### src/rtl/pwm_servo_bank.sv
// pwm_servo_bank: eight-channel servo PWM with shadowed period/duty registers; optional slew limiting when PWM_SERVO_SLEW_EN is defined
module pwm_servo_bank #(
    parameter int PERIOD_RST = 1000000,
    parameter int DUTY_RST   = 75000,
    parameter int SLEW_STEP  = 500
) (
    input  logic        clk,
    input  logic        rst,
    input  logic [31:0] data_in,
    input  logic [7:0]  addr,
    input  logic        wr,
    input  logic        rd,
    output logic [31:0] data_out,
    output logic        pwm0,
    output logic        pwm1,
    output logic        pwm2,
    output logic        pwm3,
    output logic        pwm4,
    output logic        pwm5,
    output logic        pwm6,
    output logic        pwm7
);
    localparam logic [19:0] PR = 20'(PERIOD_RST);
    localparam logic [19:0] DR = 20'(DUTY_RST);
    logic        wr_q;
    logic        enable;
    logic [7:0]  mask;
    logic [19:0] period_sh;
    logic [19:0] period_act;
    logic [19:0] cnt;
    logic [19:0] duty_sh  [8];
    logic [19:0] duty_act [8];
    logic [19:0] duty_nxt [8];
    logic        pending;
    logic [15:0] wrap_cnt;
    logic [7:0]  pwm;
    logic [31:0] rdata;
    logic [2:0]  idx;
    logic        we;
    logic        wrap;
    logic        shadow_we;
    logic        settled;
    assign we        = wr & ~wr_q;
    assign wrap      = enable && (cnt == period_act - 20'd1);
    assign idx       = 3'(addr - 8'd2);
    assign shadow_we = we && addr >= 8'd1 && addr <= 8'd9;
`ifdef PWM_SERVO_SLEW_EN
    localparam logic [19:0] STEP = 20'(SLEW_STEP);
    logic [7:0] eq;
    logic       unused_bits;
    assign unused_bits = ^data_in[31:20];
    // step each active duty toward its shadow by at most STEP, never overshooting
    always_comb begin
        for (int i = 0; i < 8; i++) begin
            duty_nxt[i] = duty_sh[i] > duty_act[i]
                ? (duty_sh[i] - duty_act[i] > STEP ? duty_act[i] + STEP : duty_sh[i])
                : (duty_act[i] - duty_sh[i] > STEP ? duty_act[i] - STEP : duty_sh[i]);
            eq[i] = duty_nxt[i] == duty_sh[i];
        end
    end
    assign settled = &eq;
`else
    logic unused_bits;
    assign unused_bits = ^{data_in[31:20], 32'(SLEW_STEP)};
    assign duty_nxt = duty_sh;
    assign settled  = 1'b1;
`endif
    // register writes on the rising edge of wr, plus the update-pending flag
    always_ff @(posedge clk) begin
        if (rst) begin
            wr_q      <= 1'b1;
            enable    <= 1'b0;
            mask      <= 8'hFF;
            period_sh <= PR;
            pending   <= 1'b0;
            for (int i = 0; i < 8; i++) duty_sh[i] <= DR;
        end else begin
            wr_q    <= wr;
            pending <= shadow_we ? 1'b1 : (wrap && settled) ? 1'b0 : pending;
            if (we) begin
                if (addr == 8'd0) begin
                    enable <= data_in[0];
                    mask   <= data_in[15:8];
                end else if (addr == 8'd1) begin
                    period_sh <= data_in[19:0] < 20'd2 ? 20'd2 : data_in[19:0];
                end else if (addr >= 8'd2 && addr <= 8'd9) begin
                    duty_sh[idx] <= data_in[19:0];
                end
            end
        end
    end
    // period counter; actives track shadows while disabled and reload at each wrap
    always_ff @(posedge clk) begin
        if (rst) begin
            cnt        <= '0;
            period_act <= PR;
            wrap_cnt   <= '0;
            for (int i = 0; i < 8; i++) duty_act[i] <= DR;
        end else if (!enable) begin
            cnt        <= '0;
            period_act <= period_sh;
            for (int i = 0; i < 8; i++) duty_act[i] <= duty_sh[i];
        end else if (wrap) begin
            cnt        <= '0;
            period_act <= period_sh;
            wrap_cnt   <= wrap_cnt + 16'd1;
            for (int i = 0; i < 8; i++) duty_act[i] <= duty_nxt[i];
        end else begin
            cnt <= cnt + 20'd1;
        end
    end
    // read mux: zero-extended register at addr, zero for unmapped
    always_comb begin
        rdata = '0;
        if (addr == 8'd0) rdata = {16'b0, mask, 7'b0, enable};
        else if (addr == 8'd1) rdata = {12'b0, period_sh};
        else if (addr >= 8'd2 && addr <= 8'd9) rdata = {12'b0, duty_sh[idx]};
        else if (addr == 8'd10) rdata = {8'b0, wrap_cnt, 7'b0, pending};
    end
    // registered read data, held while rd is low
    always_ff @(posedge clk) begin
        if (rst) data_out <= '0;
        else if (rd) data_out <= rdata;
    end
    // registered PWM compare, one cycle behind the counter
    always_ff @(posedge clk) begin
        if (rst) pwm <= '0;
        else for (int i = 0; i < 8; i++) pwm[i] <= enable & mask[i] & (cnt < duty_act[i]);
    end
    assign {pwm7, pwm6, pwm5, pwm4, pwm3, pwm2, pwm1, pwm0} = pwm;
endmodule

### config.mk
export PLATFORM = sky130hd
export DESIGN_NAME = pwm_servo_bank
export DESIGN_NICKNAME = d
export VERILOG_FILES = /design/src/rtl/pwm_servo_bank.sv
export SDC_FILE = /design/constraint.sdc
export NUM_CORES = 1
export LEC_CHECK = 0
export CORE_AREA = 2 2 255 257
export CTS_BUF_LIST = sky130_fd_sc_hd__clkbuf_8
export CTS_CLUSTER_DIAMETER = 40
export DETAILED_ROUTE_END_ITERATION = 8
export DIE_AREA = 0 0 257 259
export DONT_BUFFER_PORTS = 1
export SYNTH_ARGS = -nofsm -noshare
export SYNTH_HDL_FRONTEND = slang
export SYNTH_SLANG_ARGS = --single-unit
### constraint.sdc
create_clock -name clk -period 6.05 [get_ports clk]
set_input_delay 1.5125 -clock clk [delete_from_list [all_inputs] [get_ports clk]]
set_output_delay 1.5125 -clock clk [all_outputs]
set_load 0.01 [all_outputs]
; After elaboration in Yosys (flattened, before gate mapping)
; Memories as Yosys holds them, arrays and structs flattened.
; Cells that the tools add are included.
; W data, S select, Z words.
[word_totals]
register_bits = 287
latchBits = 0
ram_bits = 160
mem_bits_ro = 0
out_inout_bits = 40
mem_count = 1
[memory_table]
columns = name, depth, width, rd, rd_clocked_by_memory_dff, write_ports, line
row1 = duty_act, 8, 20, 8, 0, 8, 32  ; logic [19:0] duty_act [8];
[op_classes]
add_sub_neg = 4
mul = 0
div = 0
n_lt_le_gt_ge = 14
eq_ne = 4
shifts = 0
muxes = 40
n_bitwise = 38
n_reduce_logical = 12
[op_table]
columns = op, n
row1 = $mux W20, 22
row2 = $bwmux W160, 1
row3 = $lt A20 B20 Y1, 8
row4 = $mux W24, 4
row5 = $bmux W20 S3, 1
row6 = $demux W20 S3, 1
row7 = $add A20 B1 Y20 const B, 1
row8 = $eq A20 B20 Y1, 1
row9 = $lt A20 B2 Y1 const B, 1
row10 = $sub A20 B1 Y20 const B, 1
row11 = $and A1 B1 Y1, 17
row12 = $add A16 B1 Y16 const B, 1
row13 = $or A1 B1 Y1, 16
row14 = $mux W1, 11
row15 = $eq A8 B1 Y1 const B, 1
row16 = $eq A8 B4 Y1 const B, 1
row17 = $ge A8 B1 Y1 const B, 1
row18 = $ge A8 B2 Y1 const B, 1
row19 = $le A8 B4 Y1 const B, 1
row20 = $logic_not A8 Y1, 1
row21 = $logic_and A1 B1 Y1, 5
row22 = $ge A4 B4 Y1 const B, 1
row23 = $lt A4 B1 Y1 const B, 1
row24 = $not A1 Y1, 4
row25 = 8 further kinds, 9

; Logic depth before layout (Yosys ltp)
; Gate-level depths: netlist of run 1.
[depth]
word_depth = 8
depth_mapped = 13
mapped_depth_nobuf = 10

; Least setup slack after synthesis of run 1
; Ideal clock, no wire load.
[synth_timing]
kind = register -> register
start = reg period_act[9]
end = mem duty_act[0][0], enable pin
setup_ns = 0.816
t_arrival_ns = 3.732
required_ns = 5.234
setup_slack_ns = 1.502
path_stages_with_launch = 9
period_less_slack_ns = 4.548
path_cell_list = dfxtp_1 -> buf_2 -> or4_4 -> or4_1 -> nor3_1 -> a2111oi_0 -> a211oi_1 -> or4_4 -> nand3_1
[synth_rtl]
columns = item, line
row1 = "start, declared", 29  ; logic [19:0] period_act;
row2 = "start signal, assigned", 101  ; period_act <= period_sh;
row3 = "start signal, assigned", 105  ; period_act <= period_sh;
row4 = "end, declared", 32

==> summary.txt, run 1 <==
Outcome
  • Status: completed

Clocking
  • Worst skew pair latency: approximately 650 ps
  • CTS Buffer Depth: 3
  • H-tree levels: 3
  • Clk slew on worst S/H paths: around 60 ps
  • CTS resizes: 0
  • Sink Count: 439
  • CTS tree: built
  • CTS hold repair buffers: 0
  • Postcts setup bufs: 0
  • Clock buffer count from CTS: 81
  • Root Driver: clkbuf_8

Synthesis
  • Ys async rst share: 0%
  • Cells after synthesis: ~2400
  • Synth top area cells: dfxtp_1 25%, edfxtp_1 22%, ha_1 9.0%, nand2_1 7.1%, mux4_2 4.1%
  • Netlist cell types: 65
  • Post-synthesis sequential area ratio: 46.8%
  • Syn_area_per_cell: 9.43 um2
  • Share of the synthesized area in the top cell type: 25.1%
  • Main synth FF type: dfxtp_1
  • Leading area contributor after synthesis: dfxtp_1
  • Post-synth EDFFs: 160
  • Top-count cell post-synth: nand2_1
  • Yosys warning count: 0
  • Post-synthesis cell area: around 0.022 mm2
  • Top post-synthesis cells by count: 418 x nand2_1, 279 x dfxtp_1, 179 x inv_1, 160 x edfxtp_1, 159 x ha_1
  • Yosys reg bits: 439

Cells and area
  • Area Overhead vs Synth: 11.3%
  • Flip-flop and latch area: 0.0104 mm2
  • Nets: around 2500
  • Layout cells sized above 1: 10.2%
  • Footprint of the multi-input gates: 0.0106 mm2
  • Post-route design area: 0.0247 mm2
  • Fillers: 6183

Worst setup path
  • CP Launch Type: flip-flop
  • Critical path endpoint category: flip-flop
  • CP arrival: around 5000 ps
  • Worst EP required: 6420 ps
  • Crit path kind: reg -> reg
  • CP max FO: 24

Power
  • Static Leakage: 10.6 nW
  • Peak VDD IR: around 120 uV
  • Power density cells: between 200 and 250 mW/mm2

GRT
  • Initial antenna violation count: 4
  • All-Layer GR Usage: 20.9%
  • Largest net degree at the start of global routing: ~220
  • First-pass GRT wire length: ~110000 um
  • Vias in the first global route: 17100
  • Overflow after GRT: 0

Routing
  • DR pass1 iterations: 5
  • Vias per cell: 5.37
  • Starting DRT DRC Count: 1538
  • Drt drc: 0
  • ANT nets after route: 0
  • Total number of vias: 17400
  • Total Wirelength: 70200 um
  • DR WL/cell: 21.7 um

Floorplan
  • Chip Height: 259 um
  • Die W: between 200 and 300 um
  • Initial Util: 34.8%
  • Core Region: 0.0639 mm2
  • # IOs: 84
  • Full die area: about 0.067 mm2
  • Std cell rows: 93

STA
  • Setup TNS: 0 ps
  • Period utilization: 75.1%
  • Clk_skew: 23.1 ps
  • Max Transition Viols Final: 0
  • Rel. slew slack: 4.24%
  • Minimum clock period: 4540 ps
  • Final Hold Vio Count: 0
  • Final setup viols: 0
  • Worst-Margin Slew: 1430 ps
  • F_max: ~0.22 GHz
  • Unrepaired setup endpoints after global routing: no

Place
  • Hpwl dp: 46700 um
  • DP Area: 0.0230 mm2
  • RD Place Congestion: 0.908
  • Port bufs: 0

Flow run
  • Max-cap violations: 0

Hold path
  • Worst min path class: reg -> reg
placed cells by master, fill, tap and decap left out, types with 40 or more instances in the layout:
cell / synthesis / routed
mux4_2: 40 / 40
and3_1: 78 / 78
dfxtp_1: 279 / 279
nand2_1: 418 / 418
a21o_1: 66 / 66
clkbuf_8: 0 / 99
a21oi_1: 151 / 150
nor2_1: 95 / 95
edfxtp_1: 160 / 160
ha_1: 159 / 159
nand3_1: 97 / 94
inv_1: 179 / 206
nand2b_1: 62 / 62
routing by layer:
| metal | global-route usage, % | routed length (um) | vias to the layer above |
|---|---|---|---|
| met5 | 0 | 23 | - |
| met3 | 4.57 | 6030 | 136 |
| met4 | 8.90 | 2780 | 4 |
| met1 | 27.0 | 29400 | 8463 |
| li1 | - | - | 8103 |
| met2 | 33.7 | 32000 | 691 |
registers in the layout, summed over array words and instances, names as in the netlist:
signal      flops
mask            8
pending         1
duty_nxt      160
enable          1
duty_act      160
pwm             8
wrap_cnt       16
period_act     20
period_sh      20
data_out       24
wr_q            1
cnt            20
per-stage QoR:
| stage | cells | hold slack (ps) | power (mW) | util [%] | worst slack (ps) |
|---|---|---|---|---|---|
| 2_1_floorplan | 2361 | 436 | 3.23 | - | 1500 |
| 4_1_cts | 3236 | 460 | 6.19 | 38.7 | 1520 |
| 6_report | 3239 | 460 | 6.13 | 38.7 | 1510 |
| 3_3_place_gp | 3085 | 447 | 3.20 | 36.0 | 1530 |
| 3_5_place_dp | 3085 | 450 | 3.21 | 36.0 | 1330 |
| 5_1_grt | 3236 | 487 | 6.32 | 38.7 | 1320 |
power breakdown:
part           internal, mW  switching, mW  leakage, nW
registers              3.05        0.00967         3.95
clock network          1.70           1.29        0.990
logic                0.0335         0.0520         5.68
cell families (layout without fill, tap and decap cells):
kind of cell | after synthesis | after routing | share of synthesized area (%)
other | 1 | 11 | 0.0169
adder cells (fa/ha/maj) | 159 | 159 | 8.96
AO/OA/AOI/OAI | 369 | 369 | 10.7
flip-flops | 439 | 439 | 46.8
buffers and inverters | 338 | 358 | 5.94
multiplexers | 77 | 77 | 5.74
XOR/XNOR | 44 | 44 | 1.74
AND/OR/NAND/NOR | 927 | 927 | 20.1
critical path, stage by stage, from the launching register on:
cell and delay, ps:
dfxtp_1 380, or4_4 600, or3_4 420, nor4_1 240, xnor2_1 210, o21ai_0 460
or4_4 730, a21oi_4 760, buf_4 350, nand2b_1 100
final cells by class:
cell class | count | area share, %
clock buffer | 99 | 5.51
antenna | 3 | 0.0304
timing repair buffer | 28 | 0.901
multi-input combinational | 1584 | 43.0
clock inverter | 52 | 1.48
inverter | 179 | 2.73
sequential | 439 | 42.1
tap | 855 | 4.33
path summary, 6_finish.rpt:
check | startpoint | end | slack [ps] | depth (start not counted)
max | period_act[4] | duty_act[0][84] | 1510 | 9
min | pending | pending | 460 | 2
max reg2reg | period_act[4] | duty_act[0][84] | 1510 | 9
min reg2reg | pending | pending | 460 | 2
Power figures use the tool's default switching activity.
==> inputs of run 2 (changes only) <==
clock period = 3.8 ns   (was 6.05 ns; I/O delays follow)
==> run 2 against run 1 <==
Critical path depth is 2 higher. First-iteration DRC count is 3.4% lower. Highest routed layer is now met4. Largest power group unchanged. Hold slack worse by 95 ps. Clock power is 54% higher. Setup slack worse by 1300 ps. Largest cell class unchanged.
==> summary.txt, run 2 (same netlist as run 1, synthesis figures left out) <==
Worst setup path
  • CP arrival: 4040 ps
  • FF-to-FF setup slack: about 170 ps
  • Reg2reg path depth: 11
  • RR Endpoint: duty_act[0][50]
  • CP Launch Type: flip-flop
  • CP endpoint: duty_act[0][50]
  • Worst EP required: 4210 ps
  • RR Startpoint: period_act[0]
  • Crit path kind: reg -> reg
  • Critical path endpoint category: flip-flop
  • CP max FO: 22
  • Crit path from: period_act[0]

STA
  • Period utilization: 95.6%
  • Final Hold Vio Count: 0
  • Hold slack: ~370 ps
  • Worst-Margin Slew: around 1000 ps
  • Rel. slew slack: 31.0%
  • Minimum clock period: around 3600 ps
  • Clk_skew: 33.4 ps
  • Unrepaired setup endpoints after global routing: no
  • Final setup viols: 0
  • F_max: about 0.28 GHz
  • Max Transition Viols Final: 0

Floorplan
  • Full die area: between 0.06 and 0.07 mm2
  • Initial Util: a little over a third
  • Die W: between 200 and 300 um
  • Chip Height: 259 um
  • Std cell rows: 93
  • Core Region: 0.0639 mm2
  • # IOs: 84

Cells and area
  • Fillers: 6280
  • Post-route design area: 0.0251 mm2
  • Nets: 2562
  • Flip-flop and latch area: 0.0104 mm2
  • Commonest non-fill, non-tap cell in the layout: nand2_1
  • Area Overhead vs Synth: 13.2%
  • Non-filler cells, final: ~3300
  • Layout cells sized above 1: 11.7%
  • Diodes inserted: 0
  • Final core utilization: just under 40%
  • Footprint of the multi-input gates: between 0.01 and 0.015 mm2
  • Most frequent cells in the layout: 418 x nand2_1, 279 x dfxtp_1, 217 x inv_1, 160 x edfxtp_1, 159 x ha_1

Clocking
  • CTS resizes: 0
  • Worst skew pair latency: 670 ps
  • Root Driver: clkbuf_8
  • Postcts setup bufs: 0
  • CTS hold repair buffers: 0
  • Sink Count: approximately 440
  • CTS Buffer Depth: 3
  • Clk slew on worst S/H paths: roughly 60 ps
  • Clock buffer count from CTS: 83
  • H-tree levels: 3
  • CTS tree: built

Power
  • Clk pwr share: 47.9%
  • Sequential share of power: between 50% and 60%
  • Static Leakage: 10.9 nW
  • Internal Dissipation: 7.44 mW
  • Combinational power share: 1.5%
  • Switching share of total power: 22.6%
  • Peak VDD IR: 231 uV
  • Power density cells: around 380 mW/mm2
  • Net Sw Power: 2.18 mW

Outcome
  • Status: completed

Routing
  • Total Wirelength: 71300 um
  • Vias per cell: 5.37
  • Drt drc: 0
  • DR pass1 iterations: 5
  • DR WL/cell: 21.7 um
  • Total number of vias: about 18000
  • ANT nets after route: 0
  • Starting DRT DRC Count: 1486

Hold path
  • Hold path depth: 1
  • Worst min path class: in -> reg

Place
  • Port bufs: 0
  • Placed Cells: 3129
  • Hpwl dp: 48500 um
  • RD Place Congestion: a little under 0.9
  • DP Area: 0.0235 mm2

GRT
  • Initial antenna violation count: 1
  • Vias in the first global route: 17300
  • Largest net degree at the start of global routing: 222
  • All-Layer GR Usage: 21.3%
  • First-pass GRT wire length: 107000 um
  • Overflow after GRT: 0

Flow run
  • Max-cap violations: 0
==> run 2: worst min path at each step <==
stage / start / endpoint / slack, ps
floorplan: pending / pending / 440
global placement: duty_nxt[57] / duty_nxt[57] / 440
detailed placement: duty_nxt[154] / duty_nxt[154] / 450
CTS: rst / duty_nxt[117] / 320
global route: rst / duty_nxt[117] / 330
finish: rst / duty_nxt[117] / 370
==> run 2: power groups by stage <==
stage	clock network, mW	registers [mW]	logic [mW]
floorplan	0	4.96	0.186
global placement	0	4.97	0.142
detailed placement	0	4.97	0.144
CTS	4.68	4.87	0.145
global route	4.90	4.87	0.154
finish	4.60	4.87	0.146
==> run 2: metrics by stage <==
| step | total power [mW] | setup slack [ps] | setup TNS [ps] |
|---|---|---|---|
| after floorplan | 5.15 | -748 | -89810 |
| after global placement | 5.11 | 166 | 0 |
| after detailed placement | 5.11 | 85.7 | 0 |
| after CTS | 9.69 | 47.0 | 0 |
| after global routing | 9.92 | 50.7 | 0 |
| final | 9.62 | 167 | 0 |
==> run 2: worst max-delay path: stages, from the launching register on <==
cell      delay [ps]
dfxtp_1          370
inv_1             80
ha_1             200
or4b_4           540
nor4_1           300
nor4bb_1         100
or4_4            570
or4_4            530
a21oi_4          200
buf_12           190
buf_12           180
nand2b_1          70
==> run 2: layout make-up <==
type	instances	area share, %
inverter	179	2.68
multi-input combinational	1584	42.2
clock inverter	60	1.50
sequential	439	41.3
tap	855	4.25
timing repair buffer	72	2.95
clock buffer	93	5.09
==> run 2: routing by layer <==
metal	GRT usage, %	routed length [um]	up-vias
li1	-	-	8191
met1	28.0	30000	8609
met2	34.2	32700	672
met3	4.09	5480	142
met4	9.21	3070	0
met5	0	0	-
